`src/rtl/midi_pkg.sv`:
```
// Shared MIDI definitions: status nibbles, framing bytes, parser states and
// the data-length lookup used by the message parser.
package midi_pkg;

    localparam logic [3:0] ST_NOTE_OFF = 4'h8;
    localparam logic [3:0] ST_NOTE_ON  = 4'h9;
    localparam logic [3:0] ST_POLY_AT  = 4'hA;
    localparam logic [3:0] ST_CTRL     = 4'hB;
    localparam logic [3:0] ST_PROGRAM  = 4'hC;
    localparam logic [3:0] ST_CHAN_AT  = 4'hD;
    localparam logic [3:0] ST_PITCH    = 4'hE;

    localparam logic [7:0] SYSEX_START = 8'hF0;
    localparam logic [7:0] SYSEX_END   = 8'hF7;
    localparam logic [7:0] RT_MIN      = 8'hF8;
    localparam logic [7:0] SYS_MIN     = 8'hF0;

    typedef enum logic [1:0] {
        IDLE    = 2'd0,
        WAIT_D1 = 2'd1,
        WAIT_D2 = 2'd2,
        SYSEX   = 2'd3
    } parser_state_t;

    // Number of data bytes that follow a channel-voice status byte.
    // Non channel-voice statuses report 0.
    function automatic logic [1:0] midi_data_len(input logic [7:0] status);
        logic [1:0] len;
        case (status[7:4])
            ST_NOTE_OFF, ST_NOTE_ON, ST_POLY_AT, ST_CTRL, ST_PITCH: len = 2'd2;
            ST_PROGRAM, ST_CHAN_AT:                                 len = 2'd1;
            default:                                                len = 2'd0;
        endcase
        return len;
    endfunction

endpackage

```
`src/rtl/midi_msg_parser.sv`:
```
// Byte-to-message MIDI parser: assembles channel-voice messages with running
// status, discards SysEx and system common traffic, optionally forwards
// realtime bytes, filters by channel and emits one message per msg_valid.
module midi_msg_parser
    import midi_pkg::*;
#(
    parameter logic [15:0] CHANNEL_MASK    = 16'hFFFF,
    parameter logic        ACCEPT_REALTIME = 1'b0,
    parameter logic        VEL0_AS_OFF     = 1'b1
) (
    input  logic       clk,
    input  logic       reset,
    input  logic [7:0] byte_in,
    input  logic       byte_valid,
    output logic [7:0] msg_status,
    output logic [6:0] msg_data1,
    output logic [6:0] msg_data2,
    output logic [1:0] msg_len,
    output logic       msg_valid,
    output logic       err_pulse
);

    parser_state_t state_q, state_d;
    logic [7:0]    rs_q, rs_d;          // running status, 0 when none
    logic [6:0]    d1_q, d1_d;          // stored first data byte

    logic [7:0]    msg_status_q, msg_status_d;
    logic [6:0]    msg_data1_q, msg_data1_d;
    logic [6:0]    msg_data2_q, msg_data2_d;
    logic [1:0]    msg_len_q, msg_len_d;
    logic          msg_valid_q, msg_valid_d;
    logic          err_q, err_d;

    logic          ch_accept_s;
    logic          vel0_off_s;

    // Channel filter and velocity-zero detection for the message being completed.
    always_comb begin
        ch_accept_s = CHANNEL_MASK[rs_q[3:0]];
        if (VEL0_AS_OFF && (rs_q[7:4] == ST_NOTE_ON) && (byte_in[6:0] == 7'd0)) begin
            vel0_off_s = 1'b1;
        end else begin
            vel0_off_s = 1'b0;
        end
    end

    // Next-state, running-status and emission decode for the incoming byte.
    always_comb begin
        state_d      = state_q;
        rs_d         = rs_q;
        d1_d         = d1_q;
        msg_status_d = msg_status_q;
        msg_data1_d  = msg_data1_q;
        msg_data2_d  = msg_data2_q;
        msg_len_d    = msg_len_q;
        msg_valid_d  = 1'b0;
        err_d        = 1'b0;

        if (!byte_valid) begin
            state_d = state_q;
        end else if (byte_in >= RT_MIN) begin
            // Realtime is transparent to the parse in every state.
            if (ACCEPT_REALTIME) begin
                msg_status_d = byte_in;
                msg_data1_d  = 7'd0;
                msg_data2_d  = 7'd0;
                msg_len_d    = 2'd0;
                msg_valid_d  = 1'b1;
            end else begin
                msg_valid_d  = 1'b0;
            end
        end else if (state_q == SYSEX) begin
            if (byte_in == SYSEX_END) begin
                state_d = IDLE;
            end else begin
                state_d = SYSEX;
            end
        end else if (byte_in[7] == 1'b0) begin
            case (state_q)
                WAIT_D1: begin
                    if (midi_data_len(rs_q) == 2'd1) begin
                        msg_status_d = rs_q;
                        msg_data1_d  = byte_in[6:0];
                        msg_data2_d  = 7'd0;
                        msg_len_d    = 2'd1;
                        msg_valid_d  = ch_accept_s;
                        state_d      = WAIT_D1;
                    end else begin
                        d1_d         = byte_in[6:0];
                        state_d      = WAIT_D2;
                    end
                end
                WAIT_D2: begin
                    if (vel0_off_s) begin
                        msg_status_d = {ST_NOTE_OFF, rs_q[3:0]};
                    end else begin
                        msg_status_d = rs_q;
                    end
                    msg_data1_d  = d1_q;
                    msg_data2_d  = byte_in[6:0];
                    msg_len_d    = 2'd2;
                    msg_valid_d  = ch_accept_s;
                    state_d      = WAIT_D1;
                end
                IDLE: begin
                    err_d = 1'b1;
                end
                default: begin
                    state_d = IDLE;
                end
            endcase
            // A filtered message must not leave the held fields changed.
            if (!msg_valid_d) begin
                msg_status_d = msg_status_q;
                msg_data1_d  = msg_data1_q;
                msg_data2_d  = msg_data2_q;
                msg_len_d    = msg_len_q;
            end else begin
                msg_len_d    = msg_len_d;
            end
        end else if (byte_in < SYS_MIN) begin
            // New channel status; a half-built 2-byte message is abandoned.
            if (state_q == WAIT_D2) begin
                err_d = 1'b1;
            end else begin
                err_d = 1'b0;
            end
            rs_d    = byte_in;
            state_d = WAIT_D1;
        end else if (byte_in == SYSEX_START) begin
            rs_d    = 8'h00;
            state_d = SYSEX;
        end else if (byte_in == SYSEX_END) begin
            state_d = state_q;
        end else begin
            // System common F1-F6 cancels running status.
            rs_d    = 8'h00;
            state_d = IDLE;
        end
    end

    // State and output registers with synchronous reset.
    always_ff @(posedge clk) begin
        if (reset) begin
            state_q      <= IDLE;
            rs_q         <= 8'h00;
            d1_q         <= 7'd0;
            msg_status_q <= 8'h00;
            msg_data1_q  <= 7'd0;
            msg_data2_q  <= 7'd0;
            msg_len_q    <= 2'd0;
            msg_valid_q  <= 1'b0;
            err_q        <= 1'b0;
        end else begin
            state_q      <= state_d;
            rs_q         <= rs_d;
            d1_q         <= d1_d;
            msg_status_q <= msg_status_d;
            msg_data1_q  <= msg_data1_d;
            msg_data2_q  <= msg_data2_d;
            msg_len_q    <= msg_len_d;
            msg_valid_q  <= msg_valid_d;
            err_q        <= err_d;
        end
    end

    assign msg_status = msg_status_q;
    assign msg_data1  = msg_data1_q;
    assign msg_data2  = msg_data2_q;
    assign msg_len    = msg_len_q;
    assign msg_valid  = msg_valid_q;
    assign err_pulse  = err_q;

endmodule

```
`config.mk`:
```
export PLATFORM = sky130hd
export DESIGN_NAME = midi_msg_parser
export DESIGN_NICKNAME = d
export VERILOG_FILES = /design/src/rtl/midi_pkg.sv /design/src/rtl/midi_msg_parser.sv
export SDC_FILE = /design/constraint.sdc
export NUM_CORES = 1
export LEC_CHECK = 0
export CORE_MARGIN = 1
export CORE_UTILIZATION = 45
export CTS_CLUSTER_DIAMETER = 200
export DETAILED_ROUTE_END_ITERATION = 7
export GPL_ROUTABILITY_DRIVEN = 1
export PLACE_DENSITY = 0.7
export RECOVER_POWER = 25
export SETUP_SLACK_MARGIN = 0.02
export SLEW_MARGIN = 20
export SYNTH_ARGS = -nofsm -noshare
export SYNTH_HDL_FRONTEND = slang
export SYNTH_SLANG_ARGS = --single-unit
```
`constraint.sdc`:
```
create_clock -name clk -period 2.7 [get_ports clk]
set_input_delay 0.675 -clock clk [delete_from_list [all_inputs] [get_ports clk]]
set_output_delay 0.675 -clock clk [all_outputs]
set_load 0.05 [all_outputs]
```
==> results.json <==
{
  "status": "complete, but fails checks",
  "violations": "DRC",
  "syn_inst": 223,
  "crit_type": "primary input to flop",
  "rows": 24,
  "relSlewSlack_pct": 60.0,
  "max-vdd-ir-drop_uv": 290,
  "worstPathMaxFanout": 6,
  "drv_cap": 0,
  "drc_errors": 1,
  "post_cts_resized": 0,
  "antenna_left": 0,
  "grt_pass1_wl_um": 8450,
  "antenna_found_initial": 0,
  "period_share_pct": 91.1,
  "final_common_cell": "dfxtp_1",
  "fin_util_pct": 60.6,
  "async_reset_ff_share_pct": 0,
  "cts_root_buf": "clkbuf_8",
  "yosysSeqAreaShare_pct": 42.1,
  "core_mm2": 0.00435,
  "postCtsHoldBufs": 0,
  "crit_path_max_incr_delay_ps": 650,
  "grt_pass1_vias": 1726,
  "route.vias.total": 1830,
  "start_util_pct": 47.0,
  "drtIter0Drc": 138,
  "p_sw_w": 0.000314,
  "cpMaxStageDelayCell": "or4b_1",
  "worstHoldStart": "msg_data2[5]",
  "p_leak_nw": 1.01,
  "synth_area_leaders": "dfxtp_1 (42%), mux2i_1 (10%), nand2b_1 (6.4%)",
  "drv_slew": 0,
  "grt.overflow.total": 0,
  "min_path_type": "flop to flop",
  "critPathLaunchType": "primary input",
  "pwr-share-clk_pct": 39.5,
  "rsz0062_at_grt": "false",
  "fp.dieArea_mm2": 0.00482,
  "yosysTopAreaCell": "dfxtp_1",
  "syn_nets": 238,
  "setup_viol": 0,
  "yosysUniqueCellTypes": 38,
  "cts.path.max_buffers": 2,
  "arrival_ps": 2660,
  "cp-end-kind": "flop",
  "cts_setup_buffers": 0,
  "chipHeight_um": 69.4,
  "routed_wl_um": 5040,
  "holdPathEnd": "msg_data2[5]",
  "path_clk_slew_ps": 80,
  "cts_sinks": 43,
  "numCtsBuffers": 5,
  "grt_max_degree": 37,
  "power_w": 0.00130,
  "placed_area_mm2": 0.00253,
  "synth_edf_count": 0,
  "gp_congestion": 0.982,
  "skew_ps": 2.90,
  "critPathRequiredTime_ps": 2900,
  "worstPathCellList": "dlygate4sd3_1 -> nand4_1 -> o21ai_1 -> or4b_1 -> buf_4 -> mux2i_1",
  "worst_pin_slew_ps": 598,
  "finalSetupTns_ps": 0,
  "layout-drive-gt1-share_pct": 14.1,
  "rr_endpoint": "msg_data1[0]",
  "layout_common_cells": "dfxtp_1 (43), a21oi_1 (26), clkdlybuf4s50_1 (25)",
  "wl_per_cell_um": 15.7,
  "power_frac_seq_pct": 50.3,
  "htreeDepth": 2,
  "r2r_start": "state_q[0]",
  "clkLatencyLatePin_ps": 300,
  "holdPathStages": 2,
  "power_frac_comb_pct": 10.2,
  "cts_tree": "built",
  "yosys_warnings": 0,
  "viasPerCell": 5.70,
  "reg2reg_depth": 6,
  "io_buffers": 36,
  "areaGrowthSynthToFinish_pct": 28.9,
  "power_density_mw_per_mm2": 491,
  "crit_family": "simple AND/OR/NAND/NOR gates",
  "crit_buf_inv": 2,
  "die_width_um": 69.4,
  "track_usage_pct": 22.2,
  "syn_avg_cell_area_um2": 9.17,
  "period_minus_slack_ps": 2460,
  "syn_area_mm2": 0.00205,
  "num_io_pins": 37,
  "synth_top_cell_area_share_pct": 42.1,
  "fmax_mhz": 407,
  "dp_hpwl_um": 3520,
  "ys_ff_latch": 43,
  "synth_ff_type": "dfxtp_1",
  "final_area_mm2": 0.00264,
  "r2r_setup_slack_ps": 720,
  "finalHoldViolCount": 0,
  "n_antenna_cell": 0,
  "p_int_w": 0.000981,
  "p_sw_share_pct": 24.2,
  "first_pass_iters": 6,
  "fin_nets": 283
}
-- per-layer routing --
metal / global-route usage, % / part of all wire [%] / wire, µm
met5: 0 / 0 / 0
met4: 8.84 / 2.1 / 105
met3: 5.38 / 5.4 / 271
met2: 36.6 / 45 / 2290
met1: 27.9 / 47 / 2370
-- Yosys cell counts (all sizes together), types with 2 or more instances --
master	instances
dfxtp	43
clkbuf	14
nand4	9
nor3	2
nand3	9
o21ai	21
inv	3
mux2i	21
buf	6
nand2	8
ha	4
nand2b	21
nor2	3
and4b	2
mux2	3
a211oi	8
a21oi	26
nor4	3
a221oi	2
nor2b	2
-- final cells by class --
class                           count  area (µm²)
Clock buffer                        5        68.8
Inverter                            3        11.3
Clock inverter                      3        43.8
Tap cell                           52        65.1
Timing Repair Buffer               58         522
Fill cell                         382        1720
Sequential cell                    43         861
Multi-Input combinational cell    157        1070
-- worst reg2reg max path, delay by kind of cell, from the launching register on --
family / cells / cell delay [ps]
fa+ha+maj: 1 / 300
simple gates: 2 / 760
compound gates: 2 / 320
buf+inv: 1 / 90
flops: 1 / 370
-- state kept, by name, summed over array words and instances, names as in the netlist --
register,count
state_q,2
msg_data2,7
rs_q,8
err_pulse,1
d1_q,7
msg_status,8
msg_len,2
msg_data1,7
msg_valid,1
-- per-stage QoR --
step	hold slack, ps	instances	setup WS, ps
6_report	471	321	240
5_1_grt	499	321	207
4_1_cts	473	321	412
3_5_place_dp	459	313	110
3_3_place_gp	456	313	120
2_1_floorplan	444	223	464
-- power groups by stage --
stage	Combinational (W)	Sequential [W]	Clock, W
floorplan	0.0000751	0.000668	0
global placement	0.000131	0.000666	0
detailed placement	0.000131	0.000667	0
CTS	0.000132	0.000652	0.000526
global route	0.000142	0.000654	0.000552
finish	0.000132	0.000652	0.000511
-- worst max path at each step --
stage	depth (start not counted)	slack (ps)	end	start
final	6	240	rs_q[5]	byte_in[7]
after global placement	5	120	d1_q[2]	byte_in[6]
after global routing	6	210	rs_q[5]	byte_in[7]
after CTS	6	410	msg_data1[0]	byte_in[6]
after floorplan	7	460	rs_q[7]	byte_in[7]
after detailed placement	6	110	msg_len[0]	byte_in[6]
-- cells by family (layout without fill, tap and decap cells) --
| logic type | after synthesis | in the layout | share of synthesized area, % |
|---|---|---|---|
| compound gates | 61 | 61 | 17.0 |
| mux | 24 | 24 | 12.1 |
| fa+ha+maj | 4 | 4 | 2.45 |
| flops | 43 | 43 | 42.1 |
| simple gates | 68 | 68 | 20.7 |
| buf+inv | 23 | 69 | 5.63 |
Power figures use the tool's default switching activity.
